`src/rtl/deskew_ctrl_rx.sv`:
```
// deskew_ctrl_rx: rx multi-lane AM deskew controller with lock-full broadcast.
// Optional DESKEW_CTRL_STATS_EN adds a saturating deskew error counter port.
module deskew_ctrl_rx #(
   parameter int LANE_N = 4,
   parameter int MAX_SKEW_BLOCK_N = 27,
   parameter int WIN_CNT_W = $clog2(MAX_SKEW_BLOCK_N)
`ifdef DESKEW_CTRL_STATS_EN
   ,parameter int ERR_CNT_W = 8
`endif
) (
   input  logic              clk,
   input  logic              nreset,
   input  logic [LANE_N-1:0] am_lock_v_i,
   input  logic [LANE_N-1:0] am_v_i,
   input  logic [LANE_N-1:0] skew_zero_i,
   output logic              am_lite_lock_full_v_o,
   output logic              deskew_done_o,
   output logic              skew_err_o
`ifdef DESKEW_CTRL_STATS_EN
   ,output logic [ERR_CNT_W-1:0] err_cnt_o
`endif
);

   typedef enum logic [1:0] {
      IDLE,
      COLLECT,
      CHECK,
      LOCKED
   } state_t;

   localparam logic [WIN_CNT_W-1:0] WIN_MAX =
      WIN_CNT_W'(MAX_SKEW_BLOCK_N - 1);

   state_t            state_q, state_d;
   logic [LANE_N-1:0] seen_q, seen_d;
   logic [WIN_CNT_W-1:0] win_q, win_d;
   logic              full_q, full_d;
   logic              done_q, done_d;
   logic              err_q, err_d;
   logic              all_lock;
   logic [LANE_N-1:0] seen_nx;

   assign all_lock = &am_lock_v_i;
   assign seen_nx  = seen_q | am_v_i;

   // Next-state, skew window tracking and registered output values
   always_comb begin
      state_d = state_q;
      seen_d  = seen_q;
      win_d   = win_q;
      err_d   = 1'b0;
      if (state_q != IDLE && !all_lock) begin
         state_d = IDLE;
      end else begin
         unique case (state_q)
            IDLE: begin
               if (all_lock && |am_v_i) begin
                  seen_d  = am_v_i;
                  state_d = (&am_v_i) ? CHECK : COLLECT;
               end
            end
            COLLECT: begin
               seen_d = seen_nx;
               if (win_q != WIN_MAX)
                  win_d = win_q + WIN_CNT_W'(1);
               if (|(am_v_i & seen_q)) begin
                  state_d = IDLE;
                  err_d   = 1'b1;
               end else if (&seen_nx) begin
                  state_d = CHECK;
               end else if (win_q == WIN_MAX) begin
                  state_d = IDLE;
                  err_d   = 1'b1;
               end
            end
            CHECK: begin
               if (|skew_zero_i) begin
                  state_d = LOCKED;
               end else begin
                  state_d = IDLE;
                  err_d   = 1'b1;
               end
            end
            LOCKED: begin
               state_d = LOCKED;
            end
         endcase
      end
      // a fresh collection always starts from an empty mask and window
      if (state_d == IDLE) begin
         win_d = '0;
         if (state_q != IDLE)
            seen_d = '0;
         else if (!(all_lock && |am_v_i))
            seen_d = '0;
      end
      full_d = (state_d == CHECK) || (state_d == LOCKED);
      done_d = (state_d == LOCKED);
   end

   // State and registered outputs, synchronous active-low reset
   always_ff @(posedge clk) begin
      if (!nreset) begin
         state_q <= IDLE;
         seen_q  <= '0;
         win_q   <= '0;
         full_q  <= 1'b0;
         done_q  <= 1'b0;
         err_q   <= 1'b0;
      end else begin
         state_q <= state_d;
         seen_q  <= seen_d;
         win_q   <= win_d;
         full_q  <= full_d;
         done_q  <= done_d;
         err_q   <= err_d;
      end
   end

   assign am_lite_lock_full_v_o = full_q;
   assign deskew_done_o         = done_q;
   assign skew_err_o            = err_q;

`ifdef DESKEW_CTRL_STATS_EN
   logic [ERR_CNT_W-1:0] cnt_q, cnt_d;

   // Saturating failure count, stepped together with the error pulse
   always_comb begin
      cnt_d = cnt_q;
      if (err_d && cnt_q != '1)
         cnt_d = cnt_q + ERR_CNT_W'(1);
   end

   // Error counter register, cleared only by reset
   always_ff @(posedge clk) begin
      if (!nreset)
         cnt_q <= '0;
      else
         cnt_q <= cnt_d;
   end

   assign err_cnt_o = cnt_q;
`endif

endmodule

```
`config.mk`:
```
export PLATFORM = sky130hd
export DESIGN_NAME = deskew_ctrl_rx
export DESIGN_NICKNAME = d
export VERILOG_FILES = /design/src/rtl/deskew_ctrl_rx.sv
export SDC_FILE = /design/constraint.sdc
export NUM_CORES = 1
export LEC_CHECK = 0
export CAP_MARGIN = 20
export CORE_MARGIN = 5
export CORE_UTILIZATION = 49
export DETAILED_ROUTE_END_ITERATION = 16
export GPL_TIMING_DRIVEN = 0
export HOLD_SLACK_MARGIN = 0.12
export PLACE_DENSITY = 0.85
export SETUP_SLACK_MARGIN = 0.1
export SYNTH_ARGS = -nofsm -noshare
export SYNTH_HDL_FRONTEND = slang
export SYNTH_SLANG_ARGS = --single-unit
```
`constraint.sdc`:
```
create_clock -name clk -period 2.1 [get_ports clk]
set_input_delay 0.42 -clock clk [delete_from_list [all_inputs] [get_ports clk]]
set_output_delay 0.42 -clock clk [all_outputs]
set_load 0.01 [all_outputs]
```
Yosys cells after proc, flatten, opt, wreduce, memory -nomap -nowiden
Cells that the tools add are included.
Word-level totals
  register bits: 14
  bits of input ports: 14
  output and inout port bits: 3
  logic and storage cells: 53
Cells by class
  add/sub/neg operators: 1
  equality and inequality tests: 7
  multiplexer cells: 19
  bitwise operators: 4
  reduce and logical (&&, ||, !) cells: 16
Operator list (count)
  $mux 4: 5
  $mux 2: 7
  $reduce_and 4->1: 3
  $reduce_or 4->1: 3
  $eq 2x2->1 const B: 4
  $pmux 2 s4: 1
  $pmux 4 s2: 1
  $add 5x1->5 const B: 1
  $eq 5x5->1 const B: 1
  $ne 5x5->1 const B: 1
  $and 4x4->4: 1
  $logic_not 2->1: 2
  $mux 1: 4
  $or 4x4->4: 1
  $reduce_or 2->1: 2
  $reduce_and 3->1: 1
  $eq 2x1->1 const B: 1
  $logic_and 1x1->1: 2
  $not 1->1: 2
  $pmux 1 s2: 1
  $reduce_bool 2->1: 1
  $logic_not 1->1: 1
  $logic_or 1x1->1: 1

Depth between registers and ports, before layout
  depth after elaboration: 8
  gate-level depth with buffers: 8
  depth with buffers taken out: 7

Least setup slack after synthesis
No wires, ideal clock.
  path kind: input to register
  from: input am_v_i[0]
  to: register win_q[1]
  library setup time: 0.134 ns
  arrival time: 1.704 ns
  required time: 1.966 ns
  path slack: 0.261 ns
  cell stages on the path: 5
  path buffers: 0
  path through: or4_4 -> nand2_2 -> mux2_4 -> o211ai_4 -> a221oi_2
On the way
  word-level cells in the longest chain between the ends: 8
  elaborated cells between the ends (all ways): 15
  classes of those cells: mux (6); bitwise (2); reduce/logical (7)
RTL lines
  start: declaration: RTL line 14  | input logic [LANE_N-1:0] am_v_i,
  $or 4x4->4: RTL line 44  | assign seen_nx = seen_q | am_v_i;
  $reduce_and 4->1: RTL line 69  | end else if (&seen_nx) begin
  $mux 2: RTL line 69
  $mux 2: RTL line 66  | if (|(am_v_i & seen_q)) begin
  $pmux 2 s4 (*): RTL line 55  | unique case (state_q)
  $mux 2 (*): RTL line 52  | if (state_q != IDLE && !all_lock) begin
  $logic_not 2->1 (*): RTL line 90  | if (state_d == IDLE) begin
  $reduce_or 2->1 (no line) (*)
  end signal: assignment: RTL line 113  | win_q <= win_d;
  end: declaration: RTL line 36  | logic [WIN_CNT_W-1:0] win_q, win_d;
Every way passes the cells marked *; elsewhere a longest branch is shown, timed or not.
A chain may end at the register's enable or synchronous reset.

Worst setup path after layout
  from: input am_v_i[0]
  to: register win_q[3]
Same word-level chain as after synthesis.

==> reports/metrics.yaml <==
final-max-slew-violation-count: 0
fp-row-count: 15
max_freq_ghz: 0.520
rsz0062_at_grt: "no"
worst_path_max_delay_cell: "or4_4"
peakVddDrop_mv: 0.446
synth_area_leaders: "dfxtp_1 (33%), ha_1 (8.9%), o211ai_4 (5.1%)"
layout-drive-gt1-share_pct: 17.6
chipHeight_um: 51.5
synth.yosys.warnings: 0
instances_no_fill: 125
crit_arrival_ns: 2.09
drc: 0
utilization_pct: 64.5
grt_first_pass_wirelength_um: 3280
min_period_ns: 1.92
dp_hpwl_um: 1460
grt_max_degree: 10
port_buffers: 16
place_ws_ns: -0.387
critPathBufInv: 1
critPathCaptureType: "flip-flop"
finalPower_mw: 0.735
h-tree-depth: 1
syn-mean-instance-area_um2: 9.68
fin_area_um2: 1080
io_pins: 17
vias: 769
seq_area_frac_synth_pct: 33.3
core-area_um2: 1670
first_pass_iters: 4
synth_cell_types: 34
outcome: "finished, final reports clean"
hold_buffers: 0
clk-insertion-delay-late_ns: 0.28
ant_nets: 0
grtUsageTotal_pct: 16.7
cts-root-buf: "clkbuf_4"
cts_buffer_depth: 2
antenna_cells: 0
cp.required_ns: 2.27
grt-ovfl-total: 0
routabilityCongestion: 0.859
wl_per_cell_um: 15.1
critPathMaxStageDelay_ns: 0.57
initial_utilization_pct: 50.4
synthFlopType: "dfxtp_1"
syn_inst: 87
drtIter0Drc: 21
p_leak_nw: 0.443
synth_top_area_share_pct: 33.3
synthTopCellsByCount: "dfxtp_1 (14), a21oi_1 (8), ha_1 (6), inv_1 (6)"
timing.final.crit_share_pct: 91.6
powerDensity_nw_per_um2: 682
clkTransAtPathRegs_ns: 0.08
setup_violations: 0
layout_setup_ws_ns: 0.177
worstHoldPathType: "reg2reg"
fillers: 150
drv_cap: 0
antenna_found_initial: 0
cp-start-kind: "input pin"
die_area_um2: 2650
syn_area_um2: 842
dp_cells: 120
yosysMostFrequentCell: "dfxtp_1"
critical_path_peak_fanout: 5
die_x_um: 51.5
cts_tree: "built"
async_flop_share_pct: 0
area_delta_synth_final_pct: 27.9
path_cells: "dlygate4sd2_1, or4_4, nand2_2, mux2_4, o211ai_4, a21oi_1"
drt-total-wl_um: 1890
yosys.area.top_type: "dfxtp_1"
cts_buffers: 3
synth_edf_count: 0
synth_seq_cells: 14
clock_sinks: 14
placed_area_um2: 1020
finalHoldViolations: 0
slew_headroom_pct: 72.3
critPathKind: "in2reg"
nets: 129
clock_skew_ns: 0.00324
finalSetupTns_ns: 0
path_delay_family: "simple AND/OR/NAND/NOR gates"
syn_nets: 107
grt_pass1_vias: 757
worst_pin_slew_ns: 0.416
holdWs_ns: 0.566
vias_per_cell: 6.15
-- power breakdown --
part	total (mW)	internal [mW]	switching, mW
Sequential	0.291	0.277	0.0141
Combinational	0.252	0.108	0.143
Clock	0.192	0.106	0.0860
Total	0.735	0.491	0.243
-- tightest hold or removal path, cell delays in order (launching register included) --
cell and delay, ns:
dfxtp_1 0.34, nor2_1 0.14, a221oi_2 0.04
-- worst paths after layout --
path	from	to	slack (ns)	depth (start not counted)
max reg2reg	state_q[0]$_SDFF_PN0_	deskew_done_o$_SDFF_PN0_	0.32	8
min reg2reg	win_q[1]$_SDFFE_PP0P_	win_q[1]$_SDFFE_PP0P_	0.57	2
min	win_q[1]$_SDFFE_PP0P_	win_q[1]$_SDFFE_PP0P_	0.57	2
max	am_v_i[0]	win_q[3]$_SDFFE_PP0P_	0.18	6
-- sequential cells by signal, summed over array words and instances (netlist names) --
signal,count
state_q,2
seen_q,4
win_q,5
am_lite_lock_full_v_o,1
skew_err_o,1
deskew_done_o,1
-- cell families after synthesis --
kind of cell,count (synthesis),share of synthesized area (%)
AO/OA/AOI/OAI,31,30.5
XOR/XNOR,4,4.16
adder cells (fa/ha/maj),6,8.92
buffers and inverters,8,3.71
flip-flops,14,33.3
multiplexers,1,1.78
AND/OR/NAND/NOR,23,17.7
-- repair_timing --
item	4_1_cts	5_1_grt
cloned	1	0
endpoints found under the setup margin	10	3
resized for setup	6	1
pin swaps	1	0
buffers inserted	0	0
-- layout make-up --
cell class / instances / area, µm² / share of cell area, %
Inverter: 6 / 22.5 / 2.09
Buffer: 2 / 10.0 / 0.929
Sequential cell: 14 / 280 / 26.0
Tap cell: 17 / 21.3 / 1.97
Multi-Input combinational cell: 66 / 552 / 51.2
Clock buffer: 4 / 36.3 / 3.37
Timing Repair Buffer: 16 / 155 / 14.4
-- cell usage in the layout, fill, tap and decap left out, types with 2 or more instances in the layout --
master	netlist	final
a21oi_1	8	8
a22o_1	2	2
a22oi_1	4	4
a31o_2	2	2
and3_2	3	3
clkbuf_4	0	3
clkdlybuf4s50_1	0	12
dfxtp_1	14	14
dlygate4sd2_1	0	4
ha_1	6	6
inv_1	6	6
nand2_1	2	2
nand3b_1	4	4
nand4_1	3	3
nor2_1	3	3
o211a_1	3	3
o211ai_4	2	3
o21ai_0	3	2
o22ai_1	2	2
xor2_1	3	3
-- routing by layer --
layer / track usage, % / part of all wire [%] / routed length [µm]
met3: 5.54 / 6.3 / 119
met4: 10.0 / 2.4 / 46
met2: 27.3 / 50 / 952
met1: 18.5 / 41 / 772
met5: 0 / 0 / 0
Power figures use the tool's default switching activity.
